File: config.mk
export PLATFORM = sky130hd
export DESIGN_NAME = adc_capture_ctrl_flat
export DESIGN_NICKNAME = d
export VERILOG_FILES = /design/src/rtl/adc_capture_ctrl_pkg.sv /design/src/rtl/adc_capture_ctrl_if.sv /design/src/rtl/adc_capture_ctrl.sv /design/src/flat_wrapper.sv
export SDC_FILE = /design/constraint.sdc
export NUM_CORES = 1
export LEC_CHECK = 0
export CAP_MARGIN = 30
export CORE_ASPECT_RATIO = 0.7
export CORE_MARGIN = 1
export CORE_UTILIZATION = 30
export CTS_BUF_LIST = sky130_fd_sc_hd__clkbuf_16
export CTS_CLUSTER_SIZE = 30
export DETAILED_ROUTE_END_ITERATION = 6
export PLACE_DENSITY = 0.74
export RECOVER_POWER = 25
export SYNTH_ARGS = -nofsm -noshare
export SYNTH_HDL_FRONTEND = slang
export SYNTH_SLANG_ARGS = --single-unit
File: constraint.sdc
create_clock -name clk -period 6.2 [get_ports clk]
set_input_delay 0.93 -clock clk [delete_from_list [all_inputs] [get_ports clk]]
set_output_delay 0.93 -clock clk [all_outputs]
set_load 0.02 [all_outputs]
File: src/rtl/adc_capture_ctrl_pkg.sv
// Shared types and constants for the ADC capture controller.
// Latency: n/a (declarations only).
// Backpressure: n/a.
package adc_capture_ctrl_pkg;

    localparam int DATA_W = 64;     // packed sample word
    localparam int IDX_W  = 56;     // sample index carried in s_user/m_user
    localparam int TAG_W  = 7;      // tag type field
    localparam int CNT_W  = 32;     // burst length / delivered word counter

    // Tag types understood by the downstream tag insert mux.
    localparam logic [TAG_W-1:0] RWT_TAG_START = 7'h01;
    localparam logic [TAG_W-1:0] RWT_TAG_STOP  = 7'h02;  // reserved, not emitted yet

    // Capture controller states; the encoding is visible on sts_state.
    typedef enum logic [1:0] {
        ST_IDLE  = 2'd0,
        ST_ARMED = 2'd1,
        ST_TAG   = 2'd2,
        ST_RUN   = 2'd3
    } cap_state_t;

    // Increment that sticks at all-ones instead of wrapping.
    function automatic logic [CNT_W-1:0] sat_inc(input logic [CNT_W-1:0] v);
        return (v == '1) ? v : v + 32'd1;
    endfunction

endpackage

File: src/rtl/adc_capture_ctrl_if.sv
// Handshake bundle around the capture controller: upstream samples, downstream words, tag requests.
// Latency: n/a (wiring only).
// Backpressure: valid/ready on every channel.
// Ports: s_* upstream sample stream, m_* downstream word stream, tag_* tag request.
interface adc_capture_ctrl_if;
    import adc_capture_ctrl_pkg::*;

    logic              s_valid;
    logic              s_ready;
    logic [DATA_W-1:0] s_data;
    logic [IDX_W-1:0]  s_user;

    logic              m_valid;
    logic              m_ready;
    logic [DATA_W-1:0] m_data;
    logic [IDX_W-1:0]  m_user;
    logic              m_last;

    logic              tag_valid;
    logic              tag_ready;
    logic [TAG_W-1:0]  tag_type;
    logic [IDX_W-1:0]  tag_data;

    // Controller view.
    modport master (
        input  s_valid, s_data, s_user, m_ready, tag_ready,
        output s_ready, m_valid, m_data, m_user, m_last, tag_valid, tag_type, tag_data
    );

    // Environment view (sample source, downstream sink, tag mux).
    modport slave (
        output s_valid, s_data, s_user, m_ready, tag_ready,
        input  s_ready, m_valid, m_data, m_user, m_last, tag_valid, tag_type, tag_data
    );

endinterface

File: src/rtl/adc_capture_ctrl.sv
// Gates a continuous ADC sample stream into bounded captures, optionally preceded by a START tag.
// Latency: zero-cycle combinational pass-through of words while running; tag request registered.
// Backpressure: while running s_ready follows m_ready; outside a capture words are drained; held off during TAG.
// Ports: clk/resetn (sync, active-low); cmd_start/cmd_stop pulses; cfg_* capture setup;
//        bus (master modport) s_*/m_*/tag_* handshakes; sts_state/sts_late/sts_words status.
module adc_capture_ctrl
    import adc_capture_ctrl_pkg::*;
(
    input  logic              clk,
    input  logic              resetn,
    input  logic              cmd_start,
    input  logic              cmd_stop,
    input  logic              cfg_timed,
    input  logic [IDX_W-1:0]  cfg_start_time,
    input  logic [CNT_W-1:0]  cfg_burst_len,
    input  logic              cfg_start_tag_en,
    adc_capture_ctrl_if.master bus,
    output logic [1:0]        sts_state,
    output logic              sts_late,
    output logic [CNT_W-1:0]  sts_words
);

    cap_state_t        r_state;
    logic              r_stop_pend;
    logic              r_late;
    logic [CNT_W-1:0]  r_words;
    logic              r_tag_valid;
    logic [TAG_W-1:0]  r_tag_type;
    logic [IDX_W-1:0]  r_tag_data;

    logic w_start_hit;  // this cycle's upstream word opens the capture
    logic w_pass;       // upstream is wired straight through to downstream
    logic w_last;       // an accepted word this cycle closes the capture
    logic w_acc;        // downstream handshake

    always_comb begin
        // A stop in ARMED wins over a coincident start word.
        w_start_hit = (r_state == ST_ARMED) && !cmd_stop && bus.s_valid &&
                      (!cfg_timed || (bus.s_user >= cfg_start_time));
        // Without a tag the start word goes out in the same cycle it is found.
        w_pass      = (r_state == ST_RUN) || (w_start_hit && !cfg_start_tag_en);
        w_last      = r_stop_pend ||
                      ((cfg_burst_len != '0) && (r_words == cfg_burst_len - 32'd1));
        w_acc       = w_pass && bus.s_valid && bus.m_ready;
    end

    assign bus.m_valid = w_pass && bus.s_valid;
    assign bus.m_data  = bus.s_data;
    assign bus.m_user  = bus.s_user;
    assign bus.m_last  = bus.m_valid && w_last;
    // Outside a capture words are drained so the sample index keeps moving;
    // the start word is held back while its tag is outstanding.
    assign bus.s_ready = w_pass ? bus.m_ready : !((r_state == ST_TAG) || w_start_hit);

    assign bus.tag_valid = r_tag_valid;
    assign bus.tag_type  = r_tag_type;
    assign bus.tag_data  = r_tag_data;

    assign sts_state = r_state;
    assign sts_late  = r_late;
    assign sts_words = r_words;

    always_ff @(posedge clk) begin
        if (!resetn) begin
            r_state     <= ST_IDLE;
            r_stop_pend <= 1'b0;
            r_late      <= 1'b0;
            r_words     <= '0;
            r_tag_valid <= 1'b0;
            r_tag_type  <= RWT_TAG_START;
            r_tag_data  <= '0;
        end else begin
            case (r_state)
                ST_IDLE: begin
                    if (cmd_start && !cmd_stop) begin
                        r_state <= ST_ARMED;
                        r_words <= '0;
                        r_late  <= 1'b0;
                    end
                end

                ST_ARMED: begin
                    if (cmd_stop) begin
                        r_state <= ST_IDLE;
                    end else if (w_start_hit) begin
                        if (cfg_timed && (bus.s_user > cfg_start_time)) begin
                            r_late <= 1'b1;
                        end
                        if (cfg_start_tag_en) begin
                            r_state     <= ST_TAG;
                            r_tag_valid <= 1'b1;
                            r_tag_type  <= RWT_TAG_START;
                            r_tag_data  <= bus.s_user;
                        end else if (w_acc && w_last) begin
                            r_state <= ST_IDLE;     // single-word burst
                        end else begin
                            r_state <= ST_RUN;
                        end
                        if (w_acc) begin
                            r_words <= sat_inc(r_words);
                        end
                    end
                end

                ST_TAG: begin
                    if (cmd_stop) begin
                        r_state     <= ST_IDLE;
                        r_tag_valid <= 1'b0;
                    end else if (bus.tag_ready) begin
                        r_state     <= ST_RUN;
                        r_tag_valid <= 1'b0;
                    end
                end

                ST_RUN: begin
                    if (w_acc) begin
                        r_words <= sat_inc(r_words);
                    end
                    // Closing word wins over a coincident stop, so only one m_last goes out.
                    if (w_acc && w_last) begin
                        r_state     <= ST_IDLE;
                        r_stop_pend <= 1'b0;
                    end else if (cmd_stop) begin
                        r_stop_pend <= 1'b1;
                    end
                end

                default: r_state <= ST_IDLE;
            endcase
        end
    end

endmodule
File: src/flat_wrapper.sv
// flat-port wrapper written by rule: the top's interface ports become plain ports
module adc_capture_ctrl_flat import adc_capture_ctrl_pkg::*;
  (clk, resetn, cmd_start, cmd_stop, cfg_timed, cfg_start_time, cfg_burst_len, cfg_start_tag_en, sts_state, sts_late, sts_words, bus_s_valid, bus_s_data, bus_s_user, bus_m_ready, bus_tag_ready, bus_s_ready, bus_m_valid, bus_m_data, bus_m_user, bus_m_last, bus_tag_valid, bus_tag_type, bus_tag_data);
  adc_capture_ctrl_if bus_i ();
  input  logic clk;
  input  logic resetn;
  input  logic cmd_start;
  input  logic cmd_stop;
  input  logic cfg_timed;
  input  logic [IDX_W-1:0] cfg_start_time;
  input  logic [CNT_W-1:0] cfg_burst_len;
  input  logic cfg_start_tag_en;
  output logic [1:0] sts_state;
  output logic sts_late;
  output logic [CNT_W-1:0] sts_words;
  input wire logic [$bits(bus_i.s_valid)-1:0] bus_s_valid;
  input wire logic [$bits(bus_i.s_data)-1:0] bus_s_data;
  input wire logic [$bits(bus_i.s_user)-1:0] bus_s_user;
  input wire logic [$bits(bus_i.m_ready)-1:0] bus_m_ready;
  input wire logic [$bits(bus_i.tag_ready)-1:0] bus_tag_ready;
  output wire logic [$bits(bus_i.s_ready)-1:0] bus_s_ready;
  output wire logic [$bits(bus_i.m_valid)-1:0] bus_m_valid;
  output wire logic [$bits(bus_i.m_data)-1:0] bus_m_data;
  output wire logic [$bits(bus_i.m_user)-1:0] bus_m_user;
  output wire logic [$bits(bus_i.m_last)-1:0] bus_m_last;
  output wire logic [$bits(bus_i.tag_valid)-1:0] bus_tag_valid;
  output wire logic [$bits(bus_i.tag_type)-1:0] bus_tag_type;
  output wire logic [$bits(bus_i.tag_data)-1:0] bus_tag_data;
  assign bus_i.s_valid = bus_s_valid;
  assign bus_i.s_data = bus_s_data;
  assign bus_i.s_user = bus_s_user;
  assign bus_i.m_ready = bus_m_ready;
  assign bus_i.tag_ready = bus_tag_ready;
  assign bus_s_ready = bus_i.s_ready;
  assign bus_m_valid = bus_i.m_valid;
  assign bus_m_data = bus_i.m_data;
  assign bus_m_user = bus_i.m_user;
  assign bus_m_last = bus_i.m_last;
  assign bus_tag_valid = bus_i.tag_valid;
  assign bus_tag_type = bus_i.tag_type;
  assign bus_tag_data = bus_i.tag_data;
  adc_capture_ctrl u_core (.clk(clk), .resetn(resetn), .cmd_start(cmd_start), .cmd_stop(cmd_stop), .cfg_timed(cfg_timed), .cfg_start_time(cfg_start_time), .cfg_burst_len(cfg_burst_len), .cfg_start_tag_en(cfg_start_tag_en), .bus(bus_i), .sts_state(sts_state), .sts_late(sts_late), .sts_words(sts_words));
endmodule
==> reports/metrics.yaml <==
cp-endpoint: "bus_m_last"
slew_headroom_pct: 29.9
final_max_tran_viols: 0
final_antenna_net_count: 0
maximum_number_of_pins_on_one_net_before_global_route_repair: 67
status: "finished clean"
place.gp.congestion: 0.924
synth-async-reset-ratio_pct: 0
cts.hold.buffers_added: 0
pwr_density_cell_mw_per_mm2: 148
max-cap-violations: 0
tritoncts.num_buffers: 9
avgViaCountPerCell: 4.91
net_switching_power_of_the_design_uw: 425
first_iter_violations: 355
post_cts_resize_count: 0
cts_buffer_depth: 2
mostFrequentLayoutCells: "sky130_fd_sc_hd__clkdlybuf4s50_1 (289), sky130_fd_sc_hd__dfxtp_1 (93), sky130_fd_sc_hd__inv_1 (67), sky130_fd_sc_hd__mux2i_1 (63), sky130_fd_sc_hd__nor2b_1 (61)"
post-synth-top-area-fraction_pct: 24.6
critical_path_arrival_ns: 4.93
sequential_share_of_power_pct: 39.7
critPathKind: "input port to primary output"
grt_antenna_before_repair: 0
cell_internal_pwr_uw: 1090
synth-edff-count: 0
post_synth_num_cell_types: 61
layout.nets: 1359
power.share.combinational_pct: 24.1
setup_total_negative_slack_ns: 0
fin_total_pwr_uw: 1520
post_route_cells_drive_above_1_share_pct: 2.75
antenna_cells: 0
detail_route.wirelength_microns: 24500
fp.coreArea_sq_mm: 0.0247
final-hold-violation-count: 0
synth.ff_latch_count: 93
syn-instance-count: 918
synth.area.top_cells: "sky130_fd_sc_hd__dfxtp_1 (25%), sky130_fd_sc_hd__buf_4 (13%), sky130_fd_sc_hd__ha_1 (9.6%), sky130_fd_sc_hd__mux2i_1 (8.3%), sky130_fd_sc_hd__nor2b_1 (5.0%)"
worst_ep_required_time_ns: 5.27
height_of_the_chip_microns: 135
power_leakage_uw: 0.00371
cts_post_setup_buffers_inserted: 0
min_period_over_period_pct: 94.5
total_grt_overflow: 0
crit-reg2reg-launch: "u_core.sts_words[0]"
setup_violations: 0
detail_route.wl_per_cell_microns: 17.3
area_growth_pct: 35.4
whs_ns: 0.513
port_buffers: 303
rsz0062_at_grt: "false"
synth_top_area_cell: "sky130_fd_sc_hd__dfxtp_1"
nature_of_the_critical_path_startpoint: "input port"
dpl_cell_area_sq_mm: 0.00996
final_common_cell: "sky130_fd_sc_hd__clkdlybuf4s50_1"
grt_first_pass_wirelength_microns: 36300
cts_tree: "done"
worstMarginPinSlew_ns: 1.05
crit_start: "bus_s_user[55]"
detailed_place_hpwl_microns: 19900
drt_pass1_iterations: 5
worst_clock_skew_ns: 0.00788
layout_min_cycle_time_ns: 5.86
worstPathMaxFanout: 4
max_clock_freq_mhz: 171
clkTransAtPathRegs_ns: 0.06
power.clock.fraction_pct: 36.2
start_util_pct: 30.6
die-width_microns: 192
synthFlopType: "sky130_fd_sc_hd__dfxtp_1"
ctsHtreeMaxLevel: 3
reg2reg_depth: 10
via_count_of_the_first_global_routing_pass: 6427
worstReg2RegEnd: "u_core.sts_words[20]"
power.ir.vdd_worst_v: 0.000114
netSwitchingFraction_pct: 28.0
clk-insertion-delay-late_ns: 0.35
final_core_util_pct: 41.5
synth_warnings: 0
synth_area_sq_mm: 0.00756
cts_root_buf: "sky130_fd_sc_hd__clkbuf_16"
r2r_setup_slack_ns: 2.36
detail_route.drc_violations: 0
timing.critical_path.to_type: "primary output"
fin_area_sq_mm: 0.0102
dieArea_sq_mm: 0.0259
grtUsageTotal_pct: 18.4
clock_sink_count: 93
postSynthAreaPerCell_sq_um: 8.24
worst_hold_path_type: "register to register"
fp-row-count: 48
routed-via-count: 6938
floorplan.io_pins: 439
synth_seq_area_share_pct: 24.6
layout make-up:
class / count / area [sq um]
well taps: 325 / 407
clock buffers: 9 / 225
inverters: 66 / 248
repair buffers: 306 / 3060
flip-flops and latches: 93 / 1860
multi-input cells: 608 / 4380
fillers: 2466 / 14400
clock inverters: 7 / 57.6
cells by family (layout without fill, tap and decap cells):
group	after synthesis	in the layout	synth area share, %
other	2	7	0.0993
muxes	64	64	8.49
xor gates and xnor gates	61	61	7.06
DFF	93	93	24.6
AOI/OAI and AO/OA	140	140	11.4
adders and majority gates	58	58	9.59
and+or+nand+nor	278	278	21.0
buffers and inverters	222	388	17.7
how the worst min path moves through the flow:
| stage | from | end | slack [ns] | cells after the start |
|---|---|---|---|---|
| floorplan | u_core.r_stop_pend | u_core.r_stop_pend | 0.51 | 1 |
| finish | u_core.bus.tag_data[48] | u_core.bus.tag_data[48] | 0.51 | 2 |
| detailed placement | u_core.bus.tag_data[48] | u_core.bus.tag_data[48] | 0.50 | 2 |
| global route | u_core.bus.tag_data[32] | u_core.bus.tag_data[32] | 0.54 | 2 |
| CTS | u_core.bus.tag_data[48] | u_core.bus.tag_data[48] | 0.52 | 2 |
| global placement | u_core.bus.tag_data[2] | u_core.bus.tag_data[2] | 0.49 | 2 |
power by group through the flow:
| stage | Combinational (uW) | Sequential, uW | Clock [uW] |
|---|---|---|---|
| 6_report | 367 | 603 | 550 |
| 5_1_grt | 399 | 603 | 596 |
| 4_1_cts | 367 | 603 | 573 |
| 3_5_place_dp | 365 | 616 | 0 |
| 3_3_place_gp | 359 | 616 | 0 |
| 2_1_floorplan | 245 | 619 | 0 |
cell usage after synthesis (4+ instances only):
library cell	number
sky130_fd_sc_hd__buf_4	128
sky130_fd_sc_hd__and4_1	5
sky130_fd_sc_hd__nand2_1	41
sky130_fd_sc_hd__o211ai_1	12
sky130_fd_sc_hd__nor2_1	42
sky130_fd_sc_hd__nor3_1	18
sky130_fd_sc_hd__o21ai_0	24
sky130_fd_sc_hd__o21a_1	4
sky130_fd_sc_hd__o2111ai_1	5
sky130_fd_sc_hd__nand4_1	25
sky130_fd_sc_hd__and3_1	7
sky130_fd_sc_hd__nor4_1	12
sky130_fd_sc_hd__inv_1	66
sky130_fd_sc_hd__nand3_1	19
sky130_fd_sc_hd__nor2b_1	61
sky130_fd_sc_hd__o21ai_1	18
sky130_fd_sc_hd__a21oi_1	50
sky130_fd_sc_hd__mux2i_1	63
sky130_fd_sc_hd__xor2_1	20
sky130_fd_sc_hd__or4_1	7
sky130_fd_sc_hd__and2_1	7
sky130_fd_sc_hd__clkbuf_1	21
sky130_fd_sc_hd__dfxtp_1	93
sky130_fd_sc_hd__xnor2_1	41
sky130_fd_sc_hd__ha_1	58
sky130_fd_sc_hd__or3_1	15
sky130_fd_sc_hd__a31oi_1	5
sky130_fd_sc_hd__buf_2	4
metrics by stage:
step,worst slack [ns],instances
floorplan,2.19,923
global placement,0.377,1397
detailed placement,0.350,1398
CTS,0.344,1414
global route,0.119,1414
finish,0.340,1414
registers in the layout, indices dropped and copies added, names as in the netlist:
| name | cells |
|---|---|
| u_core.sts_late | 1 |
| u_core.bus.tag_valid | 1 |
| u_core.sts_words | 32 |
| u_core.bus.tag_data | 56 |
| u_core.sts_state | 2 |
| u_core.r_stop_pend | 1 |
routing by layer:
metal  vias up  share of wire, %  track usage [%]
li1       3399                 -                -
met1      3210                48             26.4
met2       312                41             25.6
met3        17               9.9             7.51
met4         0              0.86             3.40
met5         -                 0                0
worst max-delay path, stage by stage:
cell and delay [ns]:
sky130_fd_sc_hd__clkdlybuf4s50_1 0.50, sky130_fd_sc_hd__ha_1 0.39, sky130_fd_sc_hd__nand4_1 0.18, sky130_fd_sc_hd__nor4_1 0.76
sky130_fd_sc_hd__nand4_1 0.33, sky130_fd_sc_hd__a31oi_1 0.47, sky130_fd_sc_hd__a211oi_2 0.17, sky130_fd_sc_hd__a21boi_0 0.26
sky130_fd_sc_hd__o21a_1 0.21, sky130_fd_sc_hd__o21a_1 0.13, sky130_fd_sc_hd__clkdlybuf4s50_1 0.59
Note: power is estimated with default switching activity, not from simulation.
